$ cat config.mk
export PLATFORM = sky130hd
export DESIGN_NAME = div_reservation_station
export DESIGN_NICKNAME = d
export VERILOG_FILES = /design/src/rtl/div_reservation_station.sv
export SDC_FILE = /design/constraint.sdc
export NUM_CORES = 1
export LEC_CHECK = 0
export CAP_MARGIN = 20
export CORE_AREA = 2 2 168 170
export CTS_BUF_LIST = sky130_fd_sc_hd__clkbuf_4
export DETAILED_ROUTE_END_ITERATION = 7
export DIE_AREA = 0 0 170 172
export PLACE_DENSITY = 0.83
export SYNTH_ARGS = -nofsm -noshare
export SYNTH_HDL_FRONTEND = slang
export SYNTH_SLANG_ARGS = --single-unit
$ cat constraint.sdc
create_clock -name clk -period 14.85 [get_ports clk]
set_input_delay 2.97 -clock clk [delete_from_list [all_inputs] [get_ports clk]]
set_output_delay 2.97 -clock clk [all_outputs]
set_load 0.02 [all_outputs]
$ cat src/rtl/div_reservation_station.sv
// Reservation station feeding div_unit: collects operands from dispatch and the CDB, issues
// complete entries in index order. Define DIV_RS_CDB_BYPASS_EN to issue CDB-completed entries same-cycle.

package div_rs_pkg;
    typedef struct packed {
        logic is_signed;
        logic is_extended;
        logic is_word;
        logic set_ov;
        logic set_cr0;
    } div_decode_t;
endpackage

module div_reservation_station
    import div_rs_pkg::*;
#(
    parameter int unsigned RS_ID_WIDTH = 5,
    parameter int unsigned RS_OFFSET   = 0,
    parameter int unsigned ENTRIES     = 2
) (
    input  logic                   clk,
    input  logic                   rst,
    input  logic                   dispatch_valid,
    output logic                   dispatch_ready,
    output logic [RS_ID_WIDTH-1:0] dispatch_rs_id,
    input  logic [4:0]             result_reg_addr_in,
    input  div_decode_t            control_in,
    input  logic [31:0]            op1_in,
    input  logic [31:0]            op2_in,
    input  logic [31:0]            xer_in,
    input  logic                   op1_valid_in,
    input  logic                   op2_valid_in,
    input  logic                   xer_valid_in,
    input  logic [RS_ID_WIDTH-1:0] op1_tag_in,
    input  logic [RS_ID_WIDTH-1:0] op2_tag_in,
    input  logic [RS_ID_WIDTH-1:0] xer_tag_in,
    input  logic                   cdb_valid,
    input  logic [RS_ID_WIDTH-1:0] cdb_rs_id,
    input  logic [31:0]            cdb_result,
    input  logic [31:0]            cdb_xer,
    output logic                   issue_valid,
    input  logic                   issue_ready,
    output logic [RS_ID_WIDTH-1:0] rs_id_out,
    output logic [4:0]             result_reg_addr_out,
    output logic [31:0]            op1_out,
    output logic [31:0]            op2_out,
    output logic [31:0]            xer_out,
    output div_decode_t            control_out
);

    localparam int unsigned IdxW   = (ENTRIES > 1) ? $clog2(ENTRIES) : 1;
    // Operand slots: 0 = op1, 1 = op2, 2 = xer.
    localparam int unsigned NumOps = 3;

    typedef enum logic [1:0] {StFree, StWaiting, StReady} slot_state_e;

    slot_state_e            state_q [ENTRIES];
    slot_state_e            state_d [ENTRIES];
    logic [31:0]            val_q   [ENTRIES][NumOps];
    logic [31:0]            val_d   [ENTRIES][NumOps];
    logic [RS_ID_WIDTH-1:0] tag_q   [ENTRIES][NumOps];
    logic [RS_ID_WIDTH-1:0] tag_d   [ENTRIES][NumOps];
    logic [NumOps-1:0]      vld_q   [ENTRIES];
    logic [NumOps-1:0]      vld_d   [ENTRIES];
    logic [4:0]             rd_q    [ENTRIES];
    logic [4:0]             rd_d    [ENTRIES];
    div_decode_t            ctrl_q  [ENTRIES];
    div_decode_t            ctrl_d  [ENTRIES];
    logic                   hold_q;
    logic                   hold_d;
    logic [IdxW-1:0]        hold_idx_q;
    logic [IdxW-1:0]        hold_idx_d;

    logic [31:0]            in_val    [NumOps];
    logic [RS_ID_WIDTH-1:0] in_tag    [NumOps];
    logic [NumOps-1:0]      in_vld;
    logic [NumOps-1:0]      in_hit;
    logic [31:0]            cdb_val   [NumOps];
    logic [NumOps-1:0]      snoop_hit [ENTRIES];

    logic                   free_found;
    logic [IdxW-1:0]        free_idx;
    logic                   rdy_found;
    logic [IdxW-1:0]        rdy_idx;
    logic                   sel_valid;
    logic [IdxW-1:0]        sel_idx;
    logic                   dispatch_fire;
    logic                   issue_fire;

    function automatic logic [RS_ID_WIDTH-1:0] slot_tag(input logic [IdxW-1:0] idx);
        return RS_ID_WIDTH'(RS_OFFSET) + RS_ID_WIDTH'(idx);
    endfunction

    always_comb begin
        in_val[0]  = op1_in;
        in_val[1]  = op2_in;
        in_val[2]  = xer_in;
        in_tag[0]  = op1_tag_in;
        in_tag[1]  = op2_tag_in;
        in_tag[2]  = xer_tag_in;
        in_vld     = {xer_valid_in, op2_valid_in, op1_valid_in};
        cdb_val[0] = cdb_result;
        cdb_val[1] = cdb_result;
        cdb_val[2] = cdb_xer;
    end

    // Lowest free / lowest ready scans and per-entry CDB tag matching, all from registered state.
    always_comb begin
        free_found = 1'b0;
        free_idx   = '0;
        rdy_found  = 1'b0;
        rdy_idx    = '0;
        for (int unsigned i = 0; i < ENTRIES; i++) begin
            if (!free_found && state_q[i] == StFree) begin
                free_found = 1'b1;
                free_idx   = IdxW'(i);
            end
            if (!rdy_found && state_q[i] == StReady) begin
                rdy_found = 1'b1;
                rdy_idx   = IdxW'(i);
            end
            snoop_hit[i] = '0;
            for (int unsigned k = 0; k < NumOps; k++) begin
                snoop_hit[i][k] = cdb_valid && state_q[i] == StWaiting && !vld_q[i][k] &&
                                  tag_q[i][k] == cdb_rs_id && cdb_rs_id != slot_tag(IdxW'(i));
            end
        end
    end

    assign dispatch_ready = free_found;
    assign dispatch_rs_id = free_found ? slot_tag(free_idx) : '0;
    assign dispatch_fire  = dispatch_valid && free_found;

    always_comb begin
        in_hit = '0;
        for (int unsigned k = 0; k < NumOps; k++) begin
            in_hit[k] = cdb_valid && !in_vld[k] && in_tag[k] == cdb_rs_id &&
                        cdb_rs_id != slot_tag(free_idx);
        end
    end

    // A stalled selection is pinned until accepted, so the outputs cannot change under div_unit.
    always_comb begin
        sel_valid = 1'b0;
        sel_idx   = '0;
        if (hold_q) begin
            sel_valid = 1'b1;
            sel_idx   = hold_idx_q;
        end else if (rdy_found) begin
            sel_valid = 1'b1;
            sel_idx   = rdy_idx;
        end
`ifdef DIV_RS_CDB_BYPASS_EN
        else begin
            for (int unsigned i = 0; i < ENTRIES; i++) begin
                if (!sel_valid && state_q[i] == StWaiting && (&(vld_q[i] | snoop_hit[i]))) begin
                    sel_valid = 1'b1;
                    sel_idx   = IdxW'(i);
                end
            end
        end
`endif
    end

    assign issue_fire = sel_valid && issue_ready;
    assign hold_d     = sel_valid && !issue_ready;
    assign hold_idx_d = sel_idx;

    // Only a bypassed selection has invalid operands, and those are on the CDB right now.
    always_comb begin
        issue_valid         = sel_valid;
        rs_id_out           = '0;
        result_reg_addr_out = '0;
        op1_out             = '0;
        op2_out             = '0;
        xer_out             = '0;
        control_out         = '0;
        if (sel_valid) begin
            rs_id_out           = slot_tag(sel_idx);
            result_reg_addr_out = rd_q[sel_idx];
            op1_out             = vld_q[sel_idx][0] ? val_q[sel_idx][0] : cdb_val[0];
            op2_out             = vld_q[sel_idx][1] ? val_q[sel_idx][1] : cdb_val[1];
            xer_out             = vld_q[sel_idx][2] ? val_q[sel_idx][2] : cdb_val[2];
            control_out         = ctrl_q[sel_idx];
        end
    end

    always_comb begin
        for (int unsigned i = 0; i < ENTRIES; i++) begin
            state_d[i] = state_q[i];
            vld_d[i]   = vld_q[i];
            rd_d[i]    = rd_q[i];
            ctrl_d[i]  = ctrl_q[i];
            for (int unsigned k = 0; k < NumOps; k++) begin
                val_d[i][k] = val_q[i][k];
                tag_d[i][k] = tag_q[i][k];
                if (snoop_hit[i][k]) begin
                    val_d[i][k] = cdb_val[k];
                    vld_d[i][k] = 1'b1;
                end
            end
            if (state_q[i] == StWaiting && (&vld_d[i])) begin
                state_d[i] = StReady;
            end
            if (issue_fire && sel_idx == IdxW'(i)) begin
                state_d[i] = StFree;
                vld_d[i]   = '0;
            end
            // Dispatch only targets a pre-edge free slot, so it never collides with issue.
            if (dispatch_fire && free_idx == IdxW'(i)) begin
                for (int unsigned k = 0; k < NumOps; k++) begin
                    val_d[i][k] = in_hit[k] ? cdb_val[k] : in_val[k];
                    tag_d[i][k] = in_tag[k];
                end
                vld_d[i]   = in_vld | in_hit;
                rd_d[i]    = result_reg_addr_in;
                ctrl_d[i]  = control_in;
                state_d[i] = (&(in_vld | in_hit)) ? StReady : StWaiting;
            end
        end
    end

    always_ff @(posedge clk or posedge rst) begin
        if (rst) begin
            hold_q     <= 1'b0;
            hold_idx_q <= '0;
            for (int unsigned i = 0; i < ENTRIES; i++) begin
                state_q[i] <= StFree;
                vld_q[i]   <= '0;
                rd_q[i]    <= '0;
                ctrl_q[i]  <= '0;
                for (int unsigned k = 0; k < NumOps; k++) begin
                    val_q[i][k] <= '0;
                    tag_q[i][k] <= '0;
                end
            end
        end else begin
            hold_q     <= hold_d;
            hold_idx_q <= hold_idx_d;
            for (int unsigned i = 0; i < ENTRIES; i++) begin
                state_q[i] <= state_d[i];
                vld_q[i]   <= vld_d[i];
                rd_q[i]    <= rd_d[i];
                ctrl_q[i]  <= ctrl_d[i];
                for (int unsigned k = 0; k < NumOps; k++) begin
                    val_q[i][k] <= val_d[i][k];
                    tag_q[i][k] <= tag_d[i][k];
                end
            end
        end
    end

endmodule

Yosys cells after proc, flatten, opt, wreduce, memory -nomap -nowiden
Index checks and enable logic that the tools add are counted.
Widths: inputs -> output; s select.
- register bits after elaboration: 254
- bits in latches: 0
- RAM bits: 0
- bits in read-only memories: 0
- input bits: 198
- output and inout port bits: 118
- word-level logic and storage cells: 176
- memories kept: 0
- add/subtract/negate cells: 0
- multiply operators: 0
- div/mod/pow operators: 0
- magnitude comparators: 1
- eq/ne operators: 15
- shift operators: 0
- muxes and demuxes: 60
- bitwise gates (word level): 4
- reduce and logical (&&, ||, !) cells: 66
- operator list (cell ; count):
    $mux 32 ; 15
    $mux 96 ; 5
    $eq 5x5->1 ; 9
    $logic_and 1x1->1 ; 40
    $mux 5 ; 8
    $mux 3 ; 7
    $mux 1 ; 18
    $mux 2 ; 7
    $logic_not 1->1 ; 12
    $reduce_bool 2->1 ; 6
    $reduce_and 3->1 ; 3
    $reduce_bool 3->1 ; 2
    $ne 5x1->1 ; 1
    $ne 5x1->1 const B ; 1
    $reduce_bool 5->1 ; 1
    $eq 2x1->1 const B ; 2
    $eq 2x2->1 const B ; 2
    $logic_not 2->1 ; 2
    $or 3x3->3 ; 1
    $ge 2x2->1 const B ; 1
    $not 1->1 ; 2
    $not 1->2 ; 1

Logic depth before layout (Yosys ltp)
Gate-level depths: netlist of the first run.
- word-level depth: 13
- gate-level depth with buffers: 11
- depth with buffers taken out: 7

Least setup slack after synthesis of the first run
Ideal clock, no wire load.
- path type: input -> output
- from: input port cdb_result[0]
- to: output port op1_out[0]
- arrival: 3.569 ns
- required time: 11.880 ns
- setup slack: 8.311 ns
- stages: 2
- buffers on the path: 0
- path through: nor2_1 > a211oi_1
- word-level cells in the longest chain between the ends: 2
- ends and longest elaborated chain (what ; RTL line ; RTL):
    from (decl) ; 39 ; input logic [31:0] cdb_result,
    $mux 32 ; 181 ; op1_out = vld_q[sel_idx][0] ? val_q[sel_idx][0] : cdb_val[0];
    $mux 32 ; 178 ; if (sel_valid) begin
    to (decl) ; 45 ; output logic [31:0] op1_out,
Every way passes these cells.

Worst setup path after layout of the first run
- from: input port cdb_result[12]
- to: output port op1_out[12]
The elaborated chain is that of the path after synthesis.

==> results of run 1 <==
## how the worst max path moves through the flow
stage / slack, ns / start / cells after the start / to
2_1_floorplan: 4.89 / rst / 1 / ctrl_q[0]
3_3_place_gp: 7.18 / cdb_result[20] / 4 / op2_out[20]
3_5_place_dp: 7.17 / cdb_result[21] / 4 / op2_out[21]
4_1_cts: 7.14 / cdb_result[21] / 4 / op2_out[21]
5_1_grt: 7.08 / cdb_result[21] / 4 / op2_out[21]
6_report: 7.16 / cdb_result[12] / 4 / op1_out[12]
## layer usage
layer | routed length [µm] | vias to the layer above
met4 | 1280 | 0
met3 | 5170 | 118
met1 | 17700 | 6537
met5 | 0 | -
met2 | 21700 | 808
li1 | - | 6133
## area by class of cell
class                           instances  area share
Antenna cell                            2    0.000284
Clock inverter                          8     0.00617
Timing Repair Buffer                  336       0.187
Clock buffer                          108      0.0460
Tap cell                              346      0.0245
Inverter                               74      0.0162
Multi-Input combinational cell       1138       0.360
Sequential cell                       254       0.360
## per-stage QoR
stage / area [µm²] / setup WS (ns) / utilization / power (W)
floorplan: 13500 / 4.89 / - / 0.00248
global placement: 16700 / 7.18 / 0.608 / 0.00319
detailed placement: 16700 / 7.17 / 0.608 / 0.00326
CTS: 17600 / 7.14 / 0.642 / 0.00394
global route: 17600 / 7.08 / 0.642 / 0.00421
finish: 17600 / 7.16 / 0.642 / 0.00396
## worst max-delay path: stages
cell	delay [ns]
clkdlybuf4s50_1	0.71
nor2_1	0.11
a211oi_1	0.28
clkdlybuf4s50_1	0.65
## cells by family (layout without fill, tap and decap cells)
family / count (synthesis) / in the layout
multiplexers: 65 / 65
buffers and inverters: 205 / 526
flip-flops: 254 / 254
AO/OA/AOI/OAI: 345 / 345
other: 1 / 10
XOR/XNOR: 43 / 43
AND/OR/NAND/NOR: 677 / 677
## cell usage after synthesis (all sizes together) (3+ instances only)
cell	count	area share
nand2	309	0.086
nor2	296	0.082
dfrtp	254	0.47
o22ai	101	0.047
inv	74	0.021
buf	66	0.026
clkbuf	65	0.018
a211oi	64	0.036
a222oi	64	0.048
mux2i	64	0.048
o21ai	39	0.015
nand3	38	0.014
a22oi	32	0.018
xor2	22	0.014
xnor2	21	0.014
a21oi	18	0.0067
nor3	8	0.0030
nor4	8	0.0042
a31oi	4	0.0019
and2	4	0.0019
o31a	4	0.0026
nand4	3	0.0014
nor2b	3	0.0014
o2bb2ai	3	0.0020
o31ai	3	0.0020
or4	3	0.0017
## registers in the layout, summed over array words and instances, names as in the netlist
register / flops
val_q: 192
hold_q: 1
vld_q: 6
state_q: 4
hold_idx_q: 1
ctrl_q: 10
tag_q: 30
rd_q: 10
## power breakdown
group	internal (W)	leakage [nW]	total, W	switching, W
clock network	0.000379	0.547	0.000670	0.000291
logic	0.000832	4.50	0.00207	0.00124
registers	0.00102	3.02	0.00122	0.000196
total	0.00224	8.07	0.00396	0.00172
==> results.py, run 1 <==
metrics = {
    "status": {
        "status": "complete, but fails checks",
        "violations": "DRC",
    },
    "clocking": {
        "post-cts-setup-buffers": 0,
        "cts_tree": "built",
        "cts_sinks": 254,
        "post_cts_resized": 0,
        "cts-root-buf": "clkbuf_4",
        "numCtsBuffers": 69,
        "clk_latency_ns": 0.65,
        "hold_buffers": 0,
        "clockBufferDepth": 3,
        "htreeDepth": 3,
        "clk_pin_slew_ns": 0.06,
    },
    "global_route": {
        "grt_busiest_layer": "met2",
        "grt_use_met3": 0.0902,
        "grt_overflow_total": 0,
        "antenna_found_initial": 1,
        "grt_first_pass_wirelength_mm": 70.9,
        "grt_max_degree": 131,
        "gr-usage-all-layers": 0.306,
        "grt_pass1_vias": 13700,
        "grt_util_met1": 0.369,
        "met2_usage": 0.517,
    },
    "min_path": {
        "worstHoldStart": "ctrl_q[8]",
        "whs_endpoint": "ctrl_q[8]",
        "min_path_type": "flip-flop to flip-flop",
        "min_path_cells": 2,
    },
    "synth": {
        "postSynthCellCount": 1590,
        "synth_area_per_cell_um2": 8.48,
        "ys.flop_type": "dfrtp_1",
        "ys_seq_elements": 254,
        "async_reset_ff_frac": 1.00,
        "yosysUniqueCellTypes": 51,
        "synth_top_family_by_area": "simple AND/OR/NAND/NOR gates",
        "yosys_warnings": 0,
        "synth.area.mux_share": 0.0484,
        "synthXorXnorAreaFrac": 0.0279,
        "synth_area_um2": 13500,
        "synth_edf_count": 0,
        "synthAdderAreaFrac": 0,
        "synth_seq_area_share": 0.472,
        "synth-compound-area-share": 0.189,
        "synth-simple-area-share": 0.199,
    },
    "critical_path": {
        "required_ns": 11.88,
        "ff2ff_path_depth": 7,
        "crit_arrival_ns": 4.72,
        "startpoint_type": "primary input",
        "endpoint_kind": "output port",
        "crit_fanout": 6,
        "rrSetupSlack_ns": 11.81,
        "crit_type": "primary input to output port",
        "r2r_end": "val_q[69]",
        "rr_startpoint": "state_q[3]",
    },
    "route": {
        "viasPerCell": 6.00,
        "route.detailed.wl_per_inst_um": 20.2,
        "routed_wl_mm": 45.8,
        "vias": 13600,
        "drt_first_pass_iters": 8,
        "drc": 1,
        "ant_nets": 0,
        "drtIter0Drc": 1704,
    },
    "sta": {
        "setup_tns_ns": 0,
        "fin_skew_ns": 0.0546,
        "maxSlewViolCount": 0,
        "fmax_mhz": 130,
        "slew-limit-headroom": 0.348,
        "worst_pin_slew_ns": 0.979,
        "rsz0062_at_grt": "false",
        "setup_viol_count_final": 0,
        "hold_viol_final": 0,
        "layout_min_cycle_time_ns": 7.69,
        "finalCritPeriodShare": 0.518,
        "timing.hold.ws_ns": 0.480,
    },
    "placed_design": {
        "placed_cells": 2148,
        "gp_congestion": 0.880,
        "io_buffers": 307,
        "place_hpwl_mm": 28.3,
    },
    "die": {
        "die_w_um": 170,
        "io_pins": 316,
        "die_h_um": 172,
        "rows": 61,
        "initial_utilization": 0.490,
        "core_um2": 27500,
        "die_area_um2": 29200,
    },
    "final_layout": {
        "syn2layout_area_growth_pct": 30.9,
        "regArea_um2": 6360,
        "drive_above_1_share": 0.0839,
        "layout_commonest_cell": "nand2_1",
        "nFillCells": 2261,
        "multi_input_area_um2": 6350,
        "mostFrequentLayoutCells": "nand2_1, clkdlybuf4s50_1, nor2_1, dfrtp_1, clkbuf_4",
        "nNetsFinal": 2071,
        "stdcell_count": 2266,
    },
    "power": {
        "power_density_nw_per_um2": 224,
        "p_leak_nw": 8.07,
        "peakVddDrop_mv": 0.118,
    },
    "run": {
        "cap_violations": 0,
    },
}
No activity file was read; power rests on OpenSTA's default activity.
==> inputs of run 2 (changes only) <==
- clock period: 14.85 -> 7.9 ns (I/O delays scaled with it)
==> results.py, run 2 (synthesized netlist as in run 1, its figures left out) <==
metrics = {
    "final_layout": {
        "reg_top3": "val_q: 192 flops, tag_q: 30 flops",
        "mostFrequentLayoutCells": "nand2_1, clkdlybuf4s50_1, nor2_1, dfrtp_1",
        "drive_above_1_share": 0.0819,
        "fin_area_um2": 17700,
        "syn2layout_area_growth_pct": 31.1,
        "nNetsFinal": 2075,
        "largest_register_ffs": 192,
        "regMostFlops": "val_q",
        "layout_commonest_cell": "nand2_1",
    },
    "clocking": {
        "post_cts_resized": 0,
        "cts_sinks": 254,
        "hold_buffers": 0,
        "clk_pin_slew_ns": 0.07,
        "clockBufferDepth": 3,
        "post-cts-setup-buffers": 0,
        "cts_tree": "built",
        "numCtsBuffers": 69,
        "cts-root-buf": "clkbuf_4",
        "htreeDepth": 3,
        "clk_latency_ns": 0.67,
    },
    "placed_design": {
        "gp_congestion": 0.865,
        "place_hpwl_mm": 28.7,
        "io_buffers": 307,
        "postPlaceCellArea_um2": 16700,
    },
    "critical_path": {
        "required_ns": 6.32,
        "crit_arrival_ns": 4.63,
        "startpoint_type": "flip-flop",
        "endpoint_kind": "output port",
        "crit_fanout": 64,
        "ff2ff_path_depth": 7,
        "crit_type": "flip-flop to output port",
    },
    "die": {
        "die_w_um": 170,
        "initial_utilization": 0.490,
        "core_um2": 27500,
        "die_h_um": 172,
        "io_pins": 316,
        "die_area_um2": 29200,
        "rows": 61,
    },
    "global_route": {
        "grt_overflow_total": 0,
        "antenna_found_initial": 2,
        "gr-usage-all-layers": 0.302,
        "grt_max_degree": 83,
        "grt_first_pass_wirelength_mm": 69.9,
        "grt_pass1_vias": 13100,
    },
    "route": {
        "drtIter0Drc": 1801,
        "met2_length_mm": 20.5,
        "routed_wl_mm": 44.5,
        "drt_first_pass_iters": 8,
        "viasPerCell": 5.93,
        "vias": 13400,
        "m1WireLength_mm": 17.2,
        "route.detailed.wl_per_inst_um": 19.6,
        "ant_nets": 0,
        "top_layer_used": "met4",
        "dr_wl_met3_mm": 5.41,
        "drc": 1,
    },
    "sta": {
        "finalCritPeriodShare": 0.786,
        "fmax_mhz": 161,
        "layout_min_cycle_time_ns": 6.21,
        "maxSlewViolCount": 0,
        "setup_tns_ns": 0,
        "hold_viol_final": 0,
        "worst_pin_slew_ns": 1.01,
        "slew-limit-headroom": 0.329,
        "setup_viol_count_final": 0,
        "rsz0062_at_grt": "false",
        "fin_skew_ns": 0.0608,
    },
    "power": {
        "seqPwrFrac": 0.310,
        "swShare": 0.432,
        "power_density_nw_per_um2": 419,
        "internal-power_w": 0.00420,
        "p_leak_nw": 8.08,
        "pwr-share-comb": 0.520,
        "peakVddDrop_mv": 0.226,
        "clockPowerShare": 0.170,
        "switching_power_w": 0.00320,
    },
    "min_path": {
        "min_path_type": "flip-flop to flip-flop",
        "min_path_cells": 2,
    },
    "status": {
        "violations": "DRC",
        "status": "complete, but fails checks",
    },
    "run": {
        "cap_violations": 0,
    },
}
## run 2: path summary, 6_finish.rpt
| check | startpoint | to | slack, ns |
|---|---|---|---|
| setup / recovery | state_q[0] | xer_out[5] | 1.69 |
| hold / removal | ctrl_q[5] | ctrl_q[5] | 0.48 |
| setup reg to reg | state_q[1] | val_q[70] | 4.49 |
| hold reg to reg | ctrl_q[5] | ctrl_q[5] | 0.48 |
| max in group asynchronous | rst | val_q[70] | 4.80 |
| min in group asynchronous | rst | val_q[115] | 1.41 |
## run 2: area by class of cell
| cell class | instances | area (µm²) |
|---|---|---|
| clock buffer | 101 | 758 |
| multi-input combinational | 1138 | 6350 |
| timing repair buffer | 340 | 3340 |
| sequential | 254 | 6360 |
| clock inverter | 11 | 146 |
| fill | 2292 | 9810 |
| inverter | 74 | 282 |
| tap | 346 | 433 |
| antenna | 3 | 7.51 |
## run 2: layer usage
| layer | track usage | vias to the layer above |
|---|---|---|
| met5 | 0 | - |
| met4 | 0.119 | 0 |
| met3 | 0.108 | 130 |
| met2 | 0.476 | 819 |
| met1 | 0.381 | 6344 |
| li1 | - | 6144 |
## run 2: per-stage QoR
stage	total power, W	instances	util	hold slack, ns	setup slack (ns)
6_report	0.00740	2267	0.643	0.476	1.69
5_1_grt	0.00791	2266	0.643	0.498	1.33
4_1_cts	0.00739	2263	0.642	0.479	1.68
3_5_place_dp	0.00610	2151	0.609	0.462	2.40
3_3_place_gp	0.00597	2151	0.609	0.458	2.55
2_1_floorplan	0.00467	1597	-	0.446	2.98
## run 2: critical path, stage by stage, from the launching register on
cell	delay, ns
dfrtp_1	0.46
nand2b_1	0.18
o31a_2	0.31
inv_2	0.39
buf_4	0.61
mux2_2	0.94
o21ai_0	0.24
nor2_1	0.13
clkdlybuf4s50_1	0.61
## run 2: power groups by stage
stage | clock network [W] | logic, W | registers [W]
after floorplan | 0 | 0.00247 | 0.00220
after global placement | 0 | 0.00372 | 0.00225
after detailed placement | 0 | 0.00381 | 0.00229
after CTS | 0.00128 | 0.00383 | 0.00227
after global routing | 0.00136 | 0.00419 | 0.00235
final | 0.00126 | 0.00385 | 0.00229
